## src/rtl/ide_pkg.sv

```systemverilog
// Shared types and address-decode constants for the IDE PIO cycle engine.
package ide_pkg;

   typedef enum logic [2:0] {
      IDLE,
      SETUP,
      ACTIVE,
      HOLD,
      RECOVER
   } ide_state_t;

   // Bit positions within the CPU address bus ADDR[23:12]
   localparam int REGION_HI = 15;
   localparam int REGION_LO = 14;
   localparam int CS1_BIT   = 12;
   localparam int CS2_BIT   = 13;
   localparam int CH_BIT    = 16;

   function automatic int max_of4(input int a, input int b, input int c, input int d);
      int m;
      m = a;
      if (b > m) m = b;
      if (c > m) m = c;
      if (d > m) m = d;
      return m;
   endfunction

   // Counters terminate on zero, so an N-cycle interval loads N-1.
   function automatic int ld_val(input int n);
      return (n > 0) ? n - 1 : 0;
   endfunction

endpackage

```

## src/rtl/ide_cycle_counter.sv

```systemverilog
// Loadable down-counter with zero flag; saturates at zero instead of wrapping.
module ide_cycle_counter #(
   parameter int W = 8
) (
   input  logic         CLK,
   input  logic         RESET_n,
   input  logic         load,
   input  logic [W-1:0] load_val,
   input  logic         dec,
   output logic         zero
);

   logic [W-1:0] cnt;

   always_ff @(posedge CLK or negedge RESET_n) begin
      if (!RESET_n) begin
         cnt <= '0;
      end else if (load) begin
         cnt <= load_val;
      end else if (dec && (cnt != '0)) begin
         cnt <= cnt - 1'b1;
      end
   end

   assign zero = (cnt == '0);

endmodule

```

## src/rtl/ide_pio_ctrl.sv

```systemverilog
// ATA PIO cycle engine: parameterised setup/strobe/recovery timing, IORDY wait
// with timeout, and the boot-ROM overlay enable latch.
module ide_pio_ctrl
   import ide_pkg::*;
#(
   parameter int NUM_CH      = 1,
   parameter int SETUP_CYC   = 2,
   parameter int ACTIVE_CYC  = 4,
   parameter int RECOVER_CYC = 2,
   parameter int TIMEOUT_CYC = 255
) (
   input  logic              CLK,
   input  logic              RESET_n,
   input  logic [23:12]      ADDR,
   input  logic              UDS_n,
   input  logic              LDS_n,
   input  logic              RW,
   input  logic              AS_n,
   input  logic              ide_access,
   input  logic              ide_enable,
   input  logic [NUM_CH-1:0] IORDY,
   output logic              DTACK,
   output logic              IOR_n,
   output logic              IOW_n,
   output logic [NUM_CH-1:0] IDECS1_n,
   output logic [NUM_CH-1:0] IDECS2_n,
   output logic              IDEBUF_OE,
   output logic              IDE_ROMEN,
   output logic              TIMEOUT_ERR
);

   localparam int CW = $clog2(max_of4(SETUP_CYC, ACTIVE_CYC, RECOVER_CYC, TIMEOUT_CYC) + 1);
   localparam logic [CW-1:0] SETUP_LD   = CW'(ld_val(SETUP_CYC));
   localparam logic [CW-1:0] ACTIVE_LD  = CW'(ld_val(ACTIVE_CYC));
   localparam logic [CW-1:0] RECOVER_LD = CW'(ld_val(RECOVER_CYC));
   localparam logic [CW-1:0] TIMEOUT_LD = CW'(ld_val(TIMEOUT_CYC));

   ide_state_t    state, state_nxt;
   logic          enabled;
   logic          ch_lat, cs1_lat, cs2_lat, rw_lat;
   logic          ch_sel, cs1_sel, cs2_sel;
   logic          start, ds, sel_rdy, in_cycle, set_err;
   logic          cnt_load, cnt_dec, cnt_zero;
   logic [CW-1:0] cnt_val;
   logic          to_load, to_dec, to_zero;
   logic          unused_addr;

   assign unused_addr = ^ADDR[23:17] ^ ADDR[14];

   ide_cycle_counter #(.W(CW)) u_phase_cnt (
      .CLK      (CLK),
      .RESET_n  (RESET_n),
      .load     (cnt_load),
      .load_val (cnt_val),
      .dec      (cnt_dec),
      .zero     (cnt_zero)
   );

   ide_cycle_counter #(.W(CW)) u_timeout_cnt (
      .CLK      (CLK),
      .RESET_n  (RESET_n),
      .load     (to_load),
      .load_val (TIMEOUT_LD),
      .dec      (to_dec),
      .zero     (to_zero)
   );

   assign IDE_ROMEN = !(ide_access && !enabled);
   assign ds        = !UDS_n || !LDS_n;

   // On the start edge the latches are not yet loaded, so decode ADDR directly.
   always_comb begin
      ch_sel  = ch_lat;
      cs1_sel = cs1_lat;
      cs2_sel = cs2_lat;
      if (start) begin
         ch_sel  = (NUM_CH > 1) ? ADDR[CH_BIT] : 1'b0;
         cs1_sel = (ADDR[REGION_HI:REGION_LO] == 2'b00) && !ADDR[CS1_BIT];
         cs2_sel = (ADDR[REGION_HI:REGION_LO] == 2'b00) && !ADDR[CS2_BIT];
      end
   end

   always_comb begin
      sel_rdy = IORDY[0];
      if (ch_lat) sel_rdy = IORDY[NUM_CH-1];
   end

   always_comb begin
      state_nxt = state;
      start     = 1'b0;
      cnt_load  = 1'b0;
      cnt_val   = SETUP_LD;
      cnt_dec   = 1'b0;
      to_load   = 1'b0;
      to_dec    = 1'b0;
      set_err   = 1'b0;
      case (state)
         IDLE: begin
            if (ide_access && enabled && !AS_n) begin
               state_nxt = SETUP;
               start     = 1'b1;
               cnt_load  = 1'b1;
            end
         end
         SETUP: begin
            if (AS_n) begin
               state_nxt = (RECOVER_CYC == 0) ? IDLE : RECOVER;
               cnt_load  = 1'b1;
               cnt_val   = RECOVER_LD;
            end else if (!cnt_zero) begin
               cnt_dec = 1'b1;
            end else if (rw_lat || ds) begin
               state_nxt = ACTIVE;
               cnt_load  = 1'b1;
               cnt_val   = ACTIVE_LD;
               to_load   = 1'b1;
            end
         end
         ACTIVE: begin
            // IORDY is tested before the timeout so a same-edge rise wins.
            if (AS_n) begin
               state_nxt = (RECOVER_CYC == 0) ? IDLE : RECOVER;
               cnt_load  = 1'b1;
               cnt_val   = RECOVER_LD;
            end else if (!cnt_zero) begin
               cnt_dec = 1'b1;
            end else if (sel_rdy) begin
               state_nxt = HOLD;
            end else if (to_zero) begin
               state_nxt = HOLD;
               set_err   = 1'b1;
            end else begin
               to_dec = 1'b1;
            end
         end
         HOLD: begin
            if (AS_n) begin
               state_nxt = (RECOVER_CYC == 0) ? IDLE : RECOVER;
               cnt_load  = 1'b1;
               cnt_val   = RECOVER_LD;
            end
         end
         RECOVER: begin
            if (cnt_zero) state_nxt = IDLE;
            else          cnt_dec   = 1'b1;
         end
         default: state_nxt = IDLE;
      endcase
   end

   assign in_cycle = (state_nxt == SETUP) || (state_nxt == ACTIVE) || (state_nxt == HOLD);

   always_ff @(posedge CLK or negedge RESET_n) begin
      if (!RESET_n) begin
         state       <= IDLE;
         enabled     <= 1'b0;
         ch_lat      <= 1'b0;
         cs1_lat     <= 1'b0;
         cs2_lat     <= 1'b0;
         rw_lat      <= 1'b0;
         IOR_n       <= 1'b1;
         IOW_n       <= 1'b1;
         IDECS1_n    <= '1;
         IDECS2_n    <= '1;
         DTACK       <= 1'b0;
         IDEBUF_OE   <= 1'b1;
         TIMEOUT_ERR <= 1'b0;
      end else begin
         state <= state_nxt;
         if (ide_access && ide_enable && !RW) enabled <= 1'b1;
         if (start) begin
            ch_lat  <= ch_sel;
            cs1_lat <= cs1_sel;
            cs2_lat <= cs2_sel;
            rw_lat  <= RW;
         end
         IOR_n     <= !((state_nxt == ACTIVE) && rw_lat);
         IOW_n     <= !((state_nxt == ACTIVE) && !rw_lat);
         DTACK     <= (state == HOLD) && (state_nxt == HOLD);
         IDEBUF_OE <= !(ide_access && enabled && !AS_n && in_cycle);
         for (int i = 0; i < NUM_CH; i++) begin
            IDECS1_n[i] <= !(in_cycle && cs1_sel && (ch_sel == 1'(i)));
            IDECS2_n[i] <= !(in_cycle && cs2_sel && (ch_sel == 1'(i)));
         end
         if (set_err) TIMEOUT_ERR <= 1'b1;
      end
   end

endmodule

```

## config.mk

```make
export PLATFORM = sky130hd
export DESIGN_NAME = ide_pio_ctrl
export DESIGN_NICKNAME = d
export VERILOG_FILES = /design/src/rtl/ide_pkg.sv /design/src/rtl/ide_cycle_counter.sv /design/src/rtl/ide_pio_ctrl.sv
export SDC_FILE = /design/constraint.sdc
export NUM_CORES = 1
export LEC_CHECK = 0
export BUFFER_PORTS_ARGS = -buffer_cell sky130_fd_sc_hd__clkbuf_2
export CAP_MARGIN = 25
export CORE_MARGIN = 4
export CORE_UTILIZATION = 30
export CTS_BUF_LIST = sky130_fd_sc_hd__clkbuf_16
export CTS_CLUSTER_SIZE = 12
export DETAILED_ROUTE_END_ITERATION = 12
export PLACE_DENSITY = 0.57
export SLEW_MARGIN = 20
export SYNTH_ARGS = -nofsm -noshare
export SYNTH_HDL_FRONTEND = slang
export SYNTH_SLANG_ARGS = --single-unit
```

## constraint.sdc

```tcl
create_clock -name CLK -period 3.3 [get_ports CLK]
set_input_delay 0.165 -clock CLK [delete_from_list [all_inputs] [get_ports CLK]]
set_output_delay 0.165 -clock CLK [all_outputs]
set_load 0.03 [all_outputs]
```

== After elaboration in Yosys (flattened, before gate mapping) ==
Cells that the tools add are included.
Cells by class
  $add $sub $neg: 2
  equal/unequal tests: 7
  muxes and demuxes: 44
  bitwise logic cells: 1
  reduce and logical (&&, ||, !) cells: 45
Operators by type and width (number)
  $mux W8: 4
  $mux W3: 10
  $mux W1: 23
  $logic_and A1 B1 Y1: 17
  $logic_not A8 Y1: 2
  $reduce_bool A8 Y1: 2
  $sub A8 B1 Y8 const B: 2
  $pmux W3 S5: 1
  $logic_not A1 Y1: 14
  $eq A3 B2 Y1 const B: 4
  $mux W2: 4
  $eq A3 B1 Y1 const B: 2
  $logic_or A1 B1 Y1: 4
  $reduce_bool A2 Y1: 2
  $reduce_or A2 Y1: 2
  $eq A3 B3 Y1 const B: 1
  $logic_not A3 Y1: 1
  $pmux W1 S3: 1
  $logic_not A2 Y1: 1
  $pmux W1 S2: 1
  $not A1 Y1: 1
Word-level totals
  bits in registers: 31
  input port bits: 21
  output and inout bits: 8
  word-level logic and storage cells: 114

== Depth between registers and ports, before layout ==
Gate-level depths: netlist of the first run.
  depth in word-level cells: 13
  depth in mapped cells: 7
  mapped depth without buffers: 6

== By module ==
From an unflattened synthesis of the first run, not the netlist that was laid out.
Unflattened totals
  cell total of the unflattened synthesis: 183
  area total of the unflattened synthesis: 1791.7 µm²
Modules (own cells, without submodules)
  ide_cycle_counter: times used 2, cells an instance 58, area each 528.0 µm², sequential area each 200.2 µm²
  ide_pio_ctrl: times used 1, cells an instance 67, area each 735.7 µm², sequential area each 381.6 µm²

== Worst setup path after synthesis of the first run ==
No wires, ideal clock.
  path kind: register to register
  start: reg u_phase_cnt.cnt[0]
  end: reg u_timeout_cnt.cnt[7]
  library setup time: 0.076 ns
  data arrival time: 2.238 ns
  data required time: 3.224 ns
  path slack: 0.986 ns
  stages on the path, launching flop included: 8
  buffers on the path: 1
  clock period less this slack: 2.314 ns
  path through: dfrtp_1 -> inv_1 -> ha_1 -> or3b_2 -> or4_1 -> buf_2 -> or4_1 -> nand3_1
Between the ends
  word-level cells in the longest chain between the ends: 6
  elaborated cells on any way between the ends: 10
  those cells by class: mux (7); reduce/logical (3)
RTL lines
  start: declaration: line ide_cycle_counter.sv:13  | logic [W-1:0] cnt;
  start signal: assignment: line ide_cycle_counter.sv:19  | cnt <= load_val;
  start signal: assignment: line ide_cycle_counter.sv:21  | cnt <= cnt - 1'b1;
  $logic_not A8 Y1 (*): line ide_cycle_counter.sv:25  | assign zero = (cnt == '0);
  $mux W1: line ide_pio_ctrl.sv:125  | end else if (!cnt_zero) begin
  $mux W1: line ide_pio_ctrl.sv:121  | if (AS_n) begin
  $mux W1: line ide_pio_ctrl.sv:97  | case (state)
  $logic_and A1 B1 Y1: line ide_cycle_counter.sv:20  | end else if (dec && (cnt != '0)) begin
  $reduce_bool A2 Y1 (no line)
  end signal: assignment: line ide_cycle_counter.sv:19
  end signal: assignment: line ide_cycle_counter.sv:21
  end: declaration: line ide_cycle_counter.sv:13
Mark *: on every way between the ends. The rest lies on a longest branch, timed or not.
A chain may end at the register's enable or synchronous reset.

== Worst setup path in the final report of the first run ==
Same ends and word-level chain as after synthesis.

==> results.sh, run 1 <==
export IMPL_cp_end_kind="flop"
export IMPL_io_pins=29
export IMPL_synth_cell_types=41
export IMPL_yosys_area_share_simple=0.258
export IMPL_wl_met3_um=117
export IMPL_fin_skew_ns=0.00277
export IMPL_place_area_um2=1810
export IMPL_portBuffers=20
export IMPL_cts_tree="built"
export IMPL_met2_wirelength_mm=1.61
export IMPL_fillers=554
export IMPL_grt_pass1_wl_mm=6.14
export IMPL_run_status="finished clean"
export IMPL_path_max_fanout=7
export IMPL_rows=26
export IMPL_synth_xor_area_share=0.00532
export IMPL_top_regs="u_phase_cnt.cnt x8, u_timeout_cnt.cnt x8, state x3"
export IMPL_tightest_slew_ns=0.772
export IMPL_drive_gt1_frac=0.222
export IMPL_synth_top_cell_by_area="dfrtp_1"
export IMPL_cts_buffer_depth=2
export IMPL_place_gp_congestion=0.766
export IMPL_htree_levels=2
export IMPL_synth_edf_count=0
export IMPL_muxShareOfSynthArea=0
export IMPL_wl_per_cell_um=13.2
export IMPL_tns_ns=0
export IMPL_grt_pass1_vias=1320
export IMPL_cts_resized=0
export IMPL_hold_class="in -> reg"
export IMPL_p_leak_nw=0.842
export IMPL_postLayoutCellArea_um2=1960
export IMPL_maxSlewHeadroom=0.481
export IMPL_dieHeight_um=82.1
export IMPL_critical_path_arrival_ns=2.65
export IMPL_slew_violations=0
export IMPL_cts_sinks=31
export IMPL_core_area_um2=5200
export IMPL_synth_most_common_cell="dfrtp_1"
export IMPL_vias=1377
export IMPL_synth_seq_cells=31
export IMPL_drt_initial_drc_count=46
export IMPL_netSwitchingFraction=0.194
export IMPL_cts_buffers=5
export IMPL_syn_nets=197
export IMPL_grt_setup_unrepaired="no"
export IMPL_synthTopCellsByCount="dfrtp_1 (26), inv_1 (12), nand2_1 (10), o21ai_0 (10)"
export IMPL_synth_adder_area_share=0.0304
export IMPL_drt_met1_wl_mm=1.70
export IMPL_netlist_area_um2=1650
export IMPL_setup_viol=0
export IMPL_grt_max_degree=32
export IMPL_cp_start_kind="flop"
export IMPL_start_util=0.316
export IMPL_yosys_warnings=0
export IMPL_vdd_drop_max_uv=276
export IMPL_critical_path_class="reg -> reg"
export IMPL_p_comb_frac=0.024
export IMPL_nNetsFinal=219
export IMPL_synth_top_cell_area_share=0.395
export IMPL_synth_seq_area_share=0.475
export IMPL_power_density_nw_per_um2=417
export IMPL_diodes=0
export IMPL_clk_latency_ns=0.27
export IMPL_fp_dieW_um=82.1
export IMPL_antenna_found_initial=0
export IMPL_async_reset_ff_frac=1.00
export IMPL_cts_root_buf="clkbuf_16"
export IMPL_dr_pass1_iters=4
export IMPL_pwr_share_seq=0.467
export IMPL_drv_cap=0
export IMPL_ys_flop_type="dfrtp_1"
export IMPL_syn_area_per_cell_um2=9.57
export IMPL_viasPerCell=5.22
export IMPL_dpl_hpwl_mm=2.49
export IMPL_grt_usage=0.118
export IMPL_die_area_um2=6740
export IMPL_drc=0
export IMPL_whs_ns=0.0968
export IMPL_synthTopCellsByArea="dfrtp_1 (40%), dfstp_2 (8.0%), or4_1 (4.1%)"
export IMPL_post_cts_setup_buffers=0
export IMPL_clkTransAtPathRegs_ns=0.05
export IMPL_clkPwrFrac=0.509
export IMPL_timing_fmax_ghz=0.408
export IMPL_syn2layout_area_growth_pct=18.8
export IMPL_crit_required_ns=3.49
export IMPL_synth_compound_area_frac=0.186
export IMPL_overflow=0
export IMPL_antenna_left=0
export IMPL_synth_cells=172
export IMPL_wirelength_mm=3.48
export IMPL_timing_final_crit_share=0.743
export IMPL_routed_top_layer="met4"
export IMPL_synth_top_family_by_area="simple AND/OR/NAND/NOR gates"
export IMPL_post_route_min_period_ns=2.45
export IMPL_p_int_mw=0.658
export IMPL_hold_viol=0
export IMPL_p_sw_mw=0.158
## repair_timing
action,CTS,global route
setup endpoints to repair,0,0
hold buffers,1,0
endpoints found under the hold margin,11,0
## layout by cell type, fill, tap and decap left out, types with 2 or more instances in the layout
cell,netlist,routed
a21o_1,3,3
a21oi_1,9,9
a31o_2,3,3
a31oi_1,6,6
and4_1,3,3
clkbuf_16,0,5
clkbuf_2,0,20
dfrtp_1,26,26
dfstp_2,5,5
ha_1,4,4
inv_1,12,12
nand2_1,10,10
nand3_1,6,6
nand3b_1,3,3
nand4_1,4,4
nor2_1,8,8
nor3_1,4,4
nor4_1,3,3
o21ai_0,10,10
o21bai_1,2,2
o22ai_1,3,3
o31ai_1,5,5
or2_2,2,2
or3_1,7,7
or3b_2,3,3
or4_1,9,9
## power groups by stage
| stage | registers, mW | logic [mW] | clock network, mW |
|---|---|---|---|
| 2_1_floorplan | 0.387 | 0.00248 | 0 |
| 3_3_place_gp | 0.387 | 0.0190 | 0 |
| 3_5_place_dp | 0.387 | 0.0192 | 0 |
| 4_1_cts | 0.381 | 0.0202 | 0.427 |
| 5_1_grt | 0.381 | 0.0223 | 0.443 |
| 6_report | 0.381 | 0.0192 | 0.416 |
## per-stage QoR
step                      worst slack (ns)   util  power (mW)  cells
final                                0.847  0.376       0.816    264
after global routing                 0.714  0.376       0.846    264
after CTS                            0.836  0.376       0.828    264
after detailed placement             0.850  0.348       0.406    256
after global placement               0.881  0.348       0.406    256
after floorplan                      0.986      -       0.390    172
## logic make-up after synthesis
kind of cell / Yosys count
adder cells (fa/ha/maj): 4
buffers and inverters: 19
AND/OR/NAND/NOR: 70
AO/OA/AOI/OAI: 47
XOR/XNOR: 1
flip-flops: 31
## per-layer routing
layer | vias to the layer above | global-route usage
li1 | 694 | -
met5 | - | 0
met3 | 4 | 0.0329
met1 | 661 | 0.152
met4 | 0 | 0.0498
met2 | 18 | 0.183
## final timing paths
kind                                          from  cells after the start  slack (ns)                    to
worst max-delay path            u_phase_cnt.cnt[0]                      6        0.85  u_timeout_cnt.cnt[7]
worst min-delay path                            RW                      2         0.1               enabled
worst max register to register  u_phase_cnt.cnt[0]                      6        0.85  u_timeout_cnt.cnt[7]
worst min register to register              rw_lat                      1        0.46                 IOR_n
max in group asynchronous                  RESET_n                      2        2.32              state[2]
min in group asynchronous                  RESET_n                      2        0.49           TIMEOUT_ERR
## cell type report
class	instances	area, µm²	share of cell area
inverters	12	45.0	0.0230
clock inverters	2	8.76	0.00448
repair buffers	22	118	0.0601
clock buffers	5	125	0.0639
flip-flops and latches	31	782	0.400
multi-input cells	122	791	0.404
well taps	70	87.6	0.0448
## worst max-delay path, stage by stage (launching register included)
cell and delay [ns]:
dfrtp_1 0.38, inv_1 0.10, ha_1 0.21, or3b_2 0.48, or4_1 0.61, or4_1 0.50
nand3_1 0.09
Note: power is estimated with default switching activity, not from simulation.
==> run 2, diff against run 1 <==
--- a/config.mk
+++ b/config.mk
@@ -12,7 +12,7 @@
 export CTS_BUF_LIST = sky130_fd_sc_hd__clkbuf_16
 export CTS_CLUSTER_SIZE = 12
 export DETAILED_ROUTE_END_ITERATION = 12
-export PLACE_DENSITY = 0.57
+export PLACE_DENSITY = 0.59
 export SLEW_MARGIN = 20
 export SYNTH_ARGS = -nofsm -noshare
 export SYNTH_HDL_FRONTEND = slang
==> constraint.sdc (replaced) <==
create_clock -name CLK -period 2 [get_ports CLK]
set_input_delay 0.1 -clock CLK [delete_from_list [all_inputs] [get_ports CLK]]
set_output_delay 0.1 -clock CLK [all_outputs]
set_load 0.03 [all_outputs]
==> run 2 against run 1 <==
Net effect:
- largest cell class unchanged
- die area is the same
- register-to-register slack got worse by 0.88 ns
- total power increased by 100%
- design area increased by 19%
- the run now ends with setup timing left
- highest routed layer unchanged
- clock-buffer cell count did not move
- first-iteration DRC count up 96%
- sequential cell count unchanged
- via count up 11%
==> results.sh, run 2 (synthesized netlist as in run 1, its figures left out) <==
export IMPL_path_max_fanout=4
export IMPL_die_area_um2=6740
export IMPL_antenna_left=0
export IMPL_wl_per_cell_um=13.2
export IMPL_timing_fmax_ghz=0.491
export IMPL_dpl_hpwl_mm=2.76
export IMPL_critical_path_arrival_ns=2.25
export IMPL_grt_pass1_vias=1463
export IMPL_diodes=0
export IMPL_fin_cells=297
export IMPL_cts_sinks=31
export IMPL_viasPerCell=5.13
export IMPL_critical_path_class="reg -> reg"
export IMPL_syn2layout_area_growth_pct=41.5
export IMPL_multi_input_area_um2=861
export IMPL_portBuffers=20
export IMPL_vias=1523
export IMPL_drive_gt1_frac=0.401
export IMPL_cts_tree="built"
export IMPL_post_route_min_period_ns=2.04
export IMPL_wirelength_mm=3.91
export IMPL_top_regs="u_phase_cnt.cnt x8, u_timeout_cnt.cnt x8, state x3"
export IMPL_p_total_mw=1.65
export IMPL_fin_skew_ns=0.00538
export IMPL_nNetsFinal=251
export IMPL_cts_buffer_depth=2
export IMPL_run_status="complete, but fails checks"
export IMPL_start_util=0.316
export IMPL_postLayoutCellArea_um2=2330
export IMPL_hold_class="in -> reg"
export IMPL_drv_cap=0
export IMPL_final_util=0.448
export IMPL_timing_final_crit_share=1.02
export IMPL_power_density_nw_per_um2=707
export IMPL_regArea_um2=785
export IMPL_tns_ns=-0.0508
export IMPL_cts_root_buf="clkbuf_16"
export IMPL_fin_ws_ns=-0.0353
export IMPL_maxSlewHeadroom=0.493
export IMPL_hold_viol=0
export IMPL_overflow=0
export IMPL_cp_start_kind="flop"
export IMPL_dr_pass1_iters=4
export IMPL_drt_initial_drc_count=90
export IMPL_grt_usage=0.130
export IMPL_p_leak_nw=1.04
export IMPL_fp_dieW_um=82.1
export IMPL_grt_pass1_wl_mm=6.72
export IMPL_clkTransAtPathRegs_ns=0.05
export IMPL_drc=0
export IMPL_cp_end_kind="flop"
export IMPL_core_area_um2=5200
export IMPL_rows=26
export IMPL_dp_cells=286
export IMPL_cts_buffers=5
export IMPL_vdd_drop_max_uv=449
export IMPL_place_area_um2=2050
export IMPL_crit_required_ns=2.21
export IMPL_final_common_cell="buf_4"
export IMPL_place_ws_ns=-0.0910
export IMPL_whs_ns=0.0281
export IMPL_htree_levels=2
export IMPL_violations="setup timing"
export IMPL_slew_violations=0
export IMPL_place_gp_congestion=0.773
export IMPL_antenna_found_initial=0
export IMPL_dieHeight_um=82.1
export IMPL_grt_setup_unrepaired="yes"
export IMPL_setup_viol=3
export IMPL_final_cell_mix="buf_4 (31), dfrtp_1 (24), clkbuf_2 (20)"
export IMPL_tightest_slew_ns=0.761
export IMPL_grt_max_degree=32
export IMPL_io_pins=29
export IMPL_clk_latency_ns=0.28
export IMPL_fillers=498
## run 2: cell count changes in the layout (fill, tap and decap cells not counted), sizes merged
cell      before  now
clkinv         2    0
bufinv         0    2
buf            1   33
clkinvlp       0    1
## run 2: worst max-delay path: stages (launching register included)
cell and delay, ns:
dfrtp_1 0.37, or4_4 0.56, or4_4 0.55, or4_4 0.43, nand3_2 0.07
## run 2: path summary, 6_finish.rpt
check,startpoint,endpoint,slack [ns],depth (start not counted)
hold reg to reg,rw_lat,IOR_n,0.46,1
max in group asynchronous,RESET_n,state[2],1.03,2
hold / removal,RW,enabled,0.03,2
min in group asynchronous,RESET_n,TIMEOUT_ERR,0.43,2
setup reg to reg,u_phase_cnt.cnt[3],u_timeout_cnt.cnt[7],-0.04,4
setup / recovery,u_phase_cnt.cnt[3],u_timeout_cnt.cnt[7],-0.04,4
## run 2: power by group
group | switching (mW) | internal [mW]
Combinational | 0.0207 | 0.0116
Clock | 0.274 | 0.713
Sequential | 0.0000384 | 0.628
Total | 0.295 | 1.35
## run 2: per-layer routing
metal / global-route usage / up-vias / part of all wire
met1: 0.172 / 731 / 0.47
met3: 0.0329 / 4 / 0.036
li1: - / 757 / -
met2: 0.202 / 31 / 0.48
met4: 0.0498 / 0 / 0.016
met5: 0 / - / 0
## run 2: cell type report
class,instances,area share
multi-input combinational,122,0.369
sequential,31,0.337
timing repair buffer,54,0.154
clock buffer,5,0.0537
tap,70,0.0376
clock inverter,3,0.0290
inverter,12,0.0193
## run 2: timing repair
item / 4_1_cts / 5_1_grt
setup endpoints to repair: 5 / 12
hold endpoints to repair: 26 / 0
gates cloned: 0 / 1
pin swaps: 3 / 1
buffers inserted: 0 / 1
hold buffers: 1 / 0
resized for setup: 3 / 13
==> run 3, diff against run 2 <==
--- a/config.mk
+++ b/config.mk
@@ -7,12 +7,14 @@
 export LEC_CHECK = 0
 export BUFFER_PORTS_ARGS = -buffer_cell sky130_fd_sc_hd__clkbuf_2
 export CAP_MARGIN = 25
+export CELL_PAD_IN_SITES_DETAIL_PLACEMENT = 1
+export CELL_PAD_IN_SITES_GLOBAL_PLACEMENT = 2
 export CORE_MARGIN = 4
 export CORE_UTILIZATION = 30
 export CTS_BUF_LIST = sky130_fd_sc_hd__clkbuf_16
 export CTS_CLUSTER_SIZE = 12
 export DETAILED_ROUTE_END_ITERATION = 12
-export PLACE_DENSITY = 0.59
+export PLACE_DENSITY = 0.82
 export SLEW_MARGIN = 20
 export SYNTH_ARGS = -nofsm -noshare
 export SYNTH_HDL_FRONTEND = slang
==> run 3 against run 2 <==
Net effect:
- the run still ends with setup timing left
- first-iteration DRC count is 6.7% lower
- largest power group unchanged
- utilization is 0.60 points higher
- highest routed layer unchanged
- clock-buffer cell count stayed put
==> results.sh, run 3 (synthesized netlist as in run 1, its figures left out) <==
export IMPL_vias=1559
export IMPL_crit_top_cell="or4_4"
export IMPL_nNetsFinal=254
export IMPL_place_area_um2=2080
export IMPL_cp_end_kind="flop"
export IMPL_syn2layout_area_growth_pct=43.4
export IMPL_clkTransAtPathRegs_ns=0.06
export IMPL_pwr_share_seq=0.413
export IMPL_grt_setup_unrepaired="yes"
export IMPL_critical_path_buf_inv_count=0
export IMPL_clk_latency_ns=0.28
export IMPL_vdd_drop_max_uv=316
export IMPL_antenna_left=0
export IMPL_timing_fmax_ghz=0.486
export IMPL_wl_per_cell_um=16.4
export IMPL_p_sw_mw=0.302
export IMPL_dr_pass1_iters=4
export IMPL_grt_pass1_wl_mm=8.40
export IMPL_final_cell_mix="buf_4 (33), dfrtp_1 (26), clkbuf_2 (20)"
export IMPL_top_regs="u_phase_cnt.cnt x8, u_timeout_cnt.cnt x8, state x3"
export IMPL_dieHeight_um=82.1
export IMPL_cts_root_buf="clkbuf_16"
export IMPL_overflow=0
export IMPL_core_area_um2=5200
export IMPL_p_int_mw=1.22
export IMPL_cts_sinks=31
export IMPL_htree_levels=2
export IMPL_power_density_nw_per_um2=645
export IMPL_hold_class="in -> reg"
export IMPL_grt_usage=0.166
export IMPL_post_route_min_period_ns=2.06
export IMPL_timing_final_crit_share=1.03
export IMPL_place_gp_congestion=0.800
export IMPL_drive_gt1_frac=0.422
export IMPL_p_leak_nw=1.05
export IMPL_fp_dieW_um=82.1
export IMPL_drv_cap=0
export IMPL_grt_max_degree=32
export IMPL_rows=26
export IMPL_tns_ns=-0.0590
export IMPL_clkPwrFrac=0.566
export IMPL_fin_ws_ns=-0.0566
export IMPL_p_comb_frac=0.022
export IMPL_path_max_fanout=5
export IMPL_critical_path_top_delay_family="simple AND/OR/NAND/NOR gates"
export IMPL_crit_required_ns=2.22
export IMPL_critical_path_arrival_ns=2.27
export IMPL_slowest_stage="or4_4"
export IMPL_dp_cells=289
export IMPL_postLayoutCellArea_um2=2360
export IMPL_run_status="complete, but fails checks"
export IMPL_netSwitchingFraction=0.198
export IMPL_start_util=0.316
export IMPL_critPathMaxStageDelay_ns=0.57
export IMPL_violations="setup timing"
export IMPL_cts_buffers=5
export IMPL_slew_violations=0
export IMPL_whs_ns=0.0356
export IMPL_crit_path_cell_trace="or4_4 -> or4_4 -> or4_4 -> nand3_2"
export IMPL_drc=0
export IMPL_setup_viol=2
export IMPL_cts_tree="built"
export IMPL_portBuffers=20
export IMPL_place_ws_ns=-0.111
export IMPL_viasPerCell=5.20
export IMPL_wirelength_mm=4.92
export IMPL_tightest_slew_ns=0.778
export IMPL_fin_cells=300
export IMPL_final_common_cell="buf_4"
export IMPL_io_pins=29
export IMPL_die_area_um2=6740
export IMPL_antenna_found_initial=0
export IMPL_maxSlewHeadroom=0.481
export IMPL_grt_pass1_vias=1708
export IMPL_diodes=0
export IMPL_cp_start_kind="flop"
export IMPL_fin_skew_ns=0.00403
export IMPL_critical_path_class="reg -> reg"
export IMPL_hold_viol=0
export IMPL_dpl_hpwl_mm=3.42
export IMPL_drt_initial_drc_count=84
export IMPL_cts_buffer_depth=2
-- run 3: changes by cell type in the layout (fill, tap and decap cells not counted), sizes merged --
cell / before / now
buf: 33 / 36
bufinv: 2 / 1
clkinv: 0 / 2
clkinvlp: 1 / 0
-- run 3: stage by stage --
step | utilization | power (mW)
finish | 0.454 | 1.52
detailed placement | 0.399 | 0.671
CTS | 0.440 | 1.55
floorplan | - | 0.643
global placement | 0.399 | 0.671
global route | 0.454 | 1.58
-- run 3: timing repair --
action | in CTS | in global routing
setup endpoints to repair | 5 | 17
pin swaps | 1 | 9
resized for setup | 9 | 17
cloned | 1 | 0
hold buffers | 1 | 0
endpoints found under the hold margin | 26 | 0
buffers inserted | 0 | 1
-- run 3: worst reg2reg max path, cell delays in order, from the launching register on --
cell and delay [ns]:
dfrtp_1 0.38, or4_4 0.55, or4_4 0.57, or4_4 0.43, nand3_2 0.08
-- run 3: path summary, 6_finish.rpt --
kind | from | to | slack [ns] | depth (start not counted)
max | u_phase_cnt.cnt[3] | u_timeout_cnt.cnt[7] | -0.06 | 4
min in group asynchronous | RESET_n | cs1_lat | 0.43 | 2
max in group asynchronous | RESET_n | u_timeout_cnt.cnt[0] | 1.08 | 2
min | RW | enabled | 0.04 | 2
max reg2reg | u_phase_cnt.cnt[3] | u_timeout_cnt.cnt[7] | -0.06 | 4
min reg2reg | cs2_lat | cs2_lat | 0.46 | 2
-- run 3: per-layer routing --
| metal | vias to the layer above | share of wire | global-route usage |
|---|---|---|---|
| met4 | 0 | 0.0073 | 0.0332 |
| met5 | - | 0 | 0 |
| met1 | 779 | 0.45 | 0.200 |
| li1 | 760 | - | - |
| met2 | 14 | 0.52 | 0.295 |
| met3 | 6 | 0.025 | 0.0450 |
-- run 3: power groups by stage --
stage	sequential [mW]	combinational [mW]	clock, mW
2_1_floorplan	0.639	0.00410	0
3_3_place_gp	0.639	0.0321	0
3_5_place_dp	0.639	0.0324	0
4_1_cts	0.628	0.0343	0.883
5_1_grt	0.628	0.0393	0.916
6_report	0.628	0.0331	0.861
-- run 3: area by class of cell --
| class | count | area (µm²) |
|---|---|---|
| inverters | 12 | 45.0 |
| clock buffers | 5 | 125 |
| clock inverters | 3 | 38.8 |
| multi-input cells | 122 | 891 |
| well taps | 70 | 87.6 |
| repair buffers | 57 | 392 |
| fillers | 620 | 2840 |
| flip-flops and latches | 31 | 782 |
